[src/rtl/bh_recv.sv]
// UART 8N1 receiver for a Bluetooth serial link, feeding a 4-deep
// first-word-fall-through byte FIFO.
module bh_recv #(
  parameter int CLK_FREQ = 50_000_000,
  parameter int UART_BPS = 9600
) (
  input  logic       sys_clk,
  input  logic       sys_rst,
  input  logic       uart_rxd,
  input  logic       rd_en,
  output logic [7:0] dout,
  output logic       empty,
  output logic       full,
  output logic       rx_busy,
  output logic       frame_err,
  output logic       overflow
);

  localparam int BPS_CNT = CLK_FREQ / UART_BPS;
  localparam int CNT_W   = (BPS_CNT > 1) ? $clog2(BPS_CNT) : 1;
  localparam logic [CNT_W-1:0] CNT_LAST = CNT_W'(BPS_CNT - 1);
  localparam logic [CNT_W-1:0] CNT_HALF = CNT_W'(BPS_CNT / 2 - 1);
  localparam int FIFO_DEPTH = 4;

  typedef enum logic [1:0] {IDLE, START, DATA, STOP} state_t;

  // Input synchronizer plus one history stage for edge detection.
  logic rxd_s1_reg;
  logic rxd_s2_reg;
  logic rxd_hist_reg;

  always_ff @(posedge sys_clk) begin
    if (sys_rst) begin
      rxd_s1_reg   <= 1'b1;
      rxd_s2_reg   <= 1'b1;
      rxd_hist_reg <= 1'b1;
    end else begin
      rxd_s1_reg   <= uart_rxd;
      rxd_s2_reg   <= rxd_s1_reg;
      rxd_hist_reg <= rxd_s2_reg;
    end
  end

  logic rxd_fall;
  assign rxd_fall = rxd_hist_reg & ~rxd_s2_reg;

  state_t           state_reg;
  logic [CNT_W-1:0] clk_cnt_reg;
  logic [2:0]       bit_cnt_reg;
  logic [7:0]       shift_reg;
  logic             rx_busy_reg;
  logic             frame_err_reg;

  always_ff @(posedge sys_clk) begin
    if (sys_rst) begin
      state_reg     <= IDLE;
      clk_cnt_reg   <= '0;
      bit_cnt_reg   <= 3'd0;
      shift_reg     <= 8'h00;
      rx_busy_reg   <= 1'b0;
      frame_err_reg <= 1'b0;
    end else begin
      frame_err_reg <= 1'b0;
      case (state_reg)
        IDLE: begin
          clk_cnt_reg <= '0;
          if (rxd_fall) begin
            state_reg   <= START;
            rx_busy_reg <= 1'b1;
          end
        end
        START: begin
          if (clk_cnt_reg == CNT_HALF) begin
            clk_cnt_reg <= '0;
            // A line that is high again mid start bit was only a glitch.
            if (rxd_s2_reg) begin
              state_reg   <= IDLE;
              rx_busy_reg <= 1'b0;
            end else begin
              state_reg   <= DATA;
              bit_cnt_reg <= 3'd0;
            end
          end else begin
            clk_cnt_reg <= clk_cnt_reg + 1'b1;
          end
        end
        DATA: begin
          if (clk_cnt_reg == CNT_LAST) begin
            shift_reg[bit_cnt_reg] <= rxd_s2_reg;
            clk_cnt_reg            <= '0;
            bit_cnt_reg            <= bit_cnt_reg + 3'd1;
            if (bit_cnt_reg == 3'd7)
              state_reg <= STOP;
          end else begin
            clk_cnt_reg <= clk_cnt_reg + 1'b1;
          end
        end
        STOP: begin
          // Leave mid stop bit so a directly following start edge is caught.
          if (clk_cnt_reg == CNT_LAST) begin
            clk_cnt_reg   <= '0;
            state_reg     <= IDLE;
            rx_busy_reg   <= 1'b0;
            frame_err_reg <= ~rxd_s2_reg;
          end else begin
            clk_cnt_reg <= clk_cnt_reg + 1'b1;
          end
        end
        default: begin
          state_reg   <= IDLE;
          rx_busy_reg <= 1'b0;
        end
      endcase
    end
  end

  logic wr_valid;
  assign wr_valid = (state_reg == STOP) && (clk_cnt_reg == CNT_LAST) && rxd_s2_reg;

  logic [7:0] mem_reg [FIFO_DEPTH];
  logic [1:0] wr_ptr_reg;
  logic [1:0] rd_ptr_reg;
  logic [2:0] count_reg;
  logic       overflow_reg;
  logic       do_pop;
  logic       do_push;

  assign empty   = (count_reg == 3'd0);
  assign full    = (count_reg == 3'd4);
  assign do_pop  = rd_en & ~empty;
  // A pop in the same cycle frees the slot the write needs.
  assign do_push = wr_valid & (~full | do_pop);

  generate
    for (genvar gi = 0; gi < FIFO_DEPTH; gi++) begin : g_mem
      always_ff @(posedge sys_clk) begin
        if (sys_rst)
          mem_reg[gi] <= 8'h00;
        else if (do_push && (wr_ptr_reg == 2'(gi)))
          mem_reg[gi] <= shift_reg;
      end
    end
  endgenerate

  always_ff @(posedge sys_clk) begin
    if (sys_rst) begin
      wr_ptr_reg   <= 2'd0;
      rd_ptr_reg   <= 2'd0;
      count_reg    <= 3'd0;
      overflow_reg <= 1'b0;
    end else begin
      overflow_reg <= wr_valid & full & ~rd_en;
      if (do_push)
        wr_ptr_reg <= wr_ptr_reg + 2'd1;
      if (do_pop)
        rd_ptr_reg <= rd_ptr_reg + 2'd1;
      case ({do_push, do_pop})
        2'b10:   count_reg <= count_reg + 3'd1;
        2'b01:   count_reg <= count_reg - 3'd1;
        default: count_reg <= count_reg;
      endcase
    end
  end

  assign dout      = mem_reg[rd_ptr_reg];
  assign rx_busy   = rx_busy_reg;
  assign frame_err = frame_err_reg;
  assign overflow  = overflow_reg;

endmodule
[config.mk]
export PLATFORM = sky130hd
export DESIGN_NAME = bh_recv
export DESIGN_NICKNAME = d
export VERILOG_FILES = /design/src/rtl/bh_recv.sv
export SDC_FILE = /design/constraint.sdc
export NUM_CORES = 1
export LEC_CHECK = 0
export ABC_CLOCK_PERIOD_IN_PS = 4900
export CAP_MARGIN = 10
export CORE_MARGIN = 3
export CORE_UTILIZATION = 55
export CTS_CLUSTER_DIAMETER = 120
export CTS_CLUSTER_SIZE = 40
export DETAILED_ROUTE_END_ITERATION = 10
export GPL_ROUTABILITY_DRIVEN = 0
export PLACE_DENSITY = 0.83
export SLEW_MARGIN = 20
export SYNTH_ARGS = -nofsm -noshare
export SYNTH_HDL_FRONTEND = slang
export SYNTH_SLANG_ARGS = --single-unit
[constraint.sdc]
create_clock -name sys_clk -period 4.9 [get_ports sys_clk]
set_input_delay 1.225 -clock sys_clk [delete_from_list [all_inputs] [get_ports sys_clk]]
set_output_delay 1.225 -clock sys_clk [all_outputs]
set_load 0.02 [all_outputs]
==> out/metrics.csv <==
metric,value,unit
worstReg2RegEnd,count_reg[2],
ys_warn_count,0,
finalNetCount,341,
overflow,0,
cts_resized,0,
drtAntennaViolNets,0,
final_cell_mix,"dfxtp_1, and2_1, edfxtp_1",
firstDrtPassIters,4,
ff2ff_path_depth,9,
yosysSeqAreaShare,0.499,
clk_pin_slew,0.07,ns
status,"complete, no violations",
die_h,86.6,um
syn_area_per_cell,11.2,um2
fillCellCount,504,
netlist_top_cells_area,"edfxtp_1, dfxtp_1, and2_1",
drtIter0Drc,106,
place_area,3750,um2
cts.sink_count,73,
dieWidth,86.6,um
ir_worst_vdd,0.000168,V
drive_above_1_share,0.123,
hold_end,rxd_s2_reg,
wl_met3,198,um
grt_usage,0.186,
largest_register_ffs,32,
viasPerCell,5.75,
r2r_start,clk_cnt_reg[0],
maxSlewViolCount,0,
worstHoldStart,rxd_s1_reg,
root_buffer,clkbuf_8,
synth_area,3570,um2
grt_antenna_before_repair,0,
grt_pass1_wl,10800,um
grt_max_degree,54,
cts_buffers,9,
fin_setup_tns,0,ns
min_period,3.37,ns
start_util,0.585,
dieArea,7490,um2
fin_area,3930,um2
cp.required,3.67,ns
mappedNetlistNets,331,
wl_met2,2910,um
synth_edf_count,32,
syn2layout_area_growth,10.1,%
finalWorstSetupSlack,1.53,ns
cts.htree.levels,3,
cellPowerDensity,294,nW/um2
clockBufferDepth,2,
io_buffers,16,
core_region_area,6100,um2
io_pins,17,
ctsHoldBuffers,0,
dp_hpwl,4190,um
slew_headroom,0.576,
totalWireLength,6300,um
pre_cts_slack,1.40,ns
vias,2350,
ys.flop_type,dfxtp_1,
wl_met1,3040,um
cts_tree,built,
syn_inst,319,
worst_pin_slew,0.636,ns
synth_top_area_frac,0.269,
power_leakage,1.34,nW
seq_area,1780,um2
cp_max_fo,8,
hold_viol_final,0,
finalSetupViolations,0,
cts_setup_buffers,0,
p_total,1.16,mW
synth-async-reset-ratio,0,
whs_path_depth,1,
grt_pass1_vias,2306,
path_class,reg2out,
rsz0062_at_grt,false,
start_kind,flip-flop,
min_path_type,reg2reg,
arrival,2.15,ns
max-cap-violations,0,
drc,0,
ys_ff_latch,73,
synth_cell_types,52,
crit_path_end_kind,output pin,
dr.max_layer_used,met4,
layout_commonest_cell,dfxtp_1,
wl_per_cell,15.4,um
multi_input_area,1680,um2
row_count,28,
period_share,0.688,
diodes,0,
clock.fmax,0.297,GHz
skew,0.0101,ns
yosys.area.top_type,edfxtp_1,
r2r_slack,2.17,ns
clk_latency,0.35,ns
-- logic make-up after synthesis --
kind of cell             synth area share
AND/OR/NAND/NOR                     0.265
flip-flops                          0.499
AO/OA/AOI/OAI                      0.0579
buffers and inverters              0.0309
multiplexers                       0.0845
XOR/XNOR                           0.0319
adder cells (fa/ha/maj)            0.0302
-- per-layer routing --
layer	vias up	global-route usage
li1	1182	-
met1	1114	0.243
met2	42	0.291
met3	12	0.0409
met4	0	0.0907
met5	-	0
-- worst max-delay path by stage --
stage              start            to  slack [ns]  depth (start not counted)
2_1_floorplan      rd_en  count_reg[2]        2.07                          7
3_3_place_gp       rd_en  count_reg[2]        1.45                          8
3_5_place_dp       rd_en  count_reg[2]        1.40                          8
4_1_cts        flip-flop       dout[4]        1.46                          2
5_1_grt        flip-flop       dout[4]        1.39                          2
6_report       flip-flop       dout[4]        1.53                          2
-- stage by stage --
| step | util | hold slack (ns) | instances |
|---|---|---|---|
| global route | 0.645 | 0.425 | 409 |
| detailed placement | 0.615 | 0.399 | 393 |
| CTS | 0.645 | 0.415 | 409 |
| floorplan | - | 0.389 | 319 |
| global placement | 0.615 | 0.401 | 393 |
| finish | 0.645 | 0.412 | 409 |
-- synthesized netlist by cell type, types with 3 or more instances --
library cell,count
dfxtp_1,41
and2_1,32
edfxtp_1,32
nor3_1,19
nand3_1,17
nand2b_1,16
nor2_1,12
mux2i_1,11
clkbuf_1,10
a21oi_1,9
xnor2_1,9
inv_1,8
mux4_2,8
nand2_1,8
ha_1,7
nor3_2,7
nand4_1,6
a21o_1,5
nor3b_1,5
nor2b_1,4
nor4_1,4
xor2_1,4
and3_1,3
buf_2,3
o221ai_1,3
or2_2,3
-- worst max-delay path: stages (launching register included) --
cell and delay, ns:
dfxtp_1 0.67, mux4_2 0.58, clkdlybuf4s50_1 0.55
-- report_power, final --
| group | switching (mW) | internal (mW) |
|---|---|---|
| logic | 0.0295 | 0.0285 |
| registers | 0.00830 | 0.650 |
| clock network | 0.210 | 0.231 |
-- layout make-up --
cell class | count | share of cell area
tap | 75 | 0.0239
sequential | 73 | 0.453
inverter | 8 | 0.00764
clock buffer | 11 | 0.0334
clock inverter | 5 | 0.0124
timing repair buffer | 17 | 0.0427
multi-input combinational | 220 | 0.427
No activity file was read; power rests on OpenSTA's default activity.
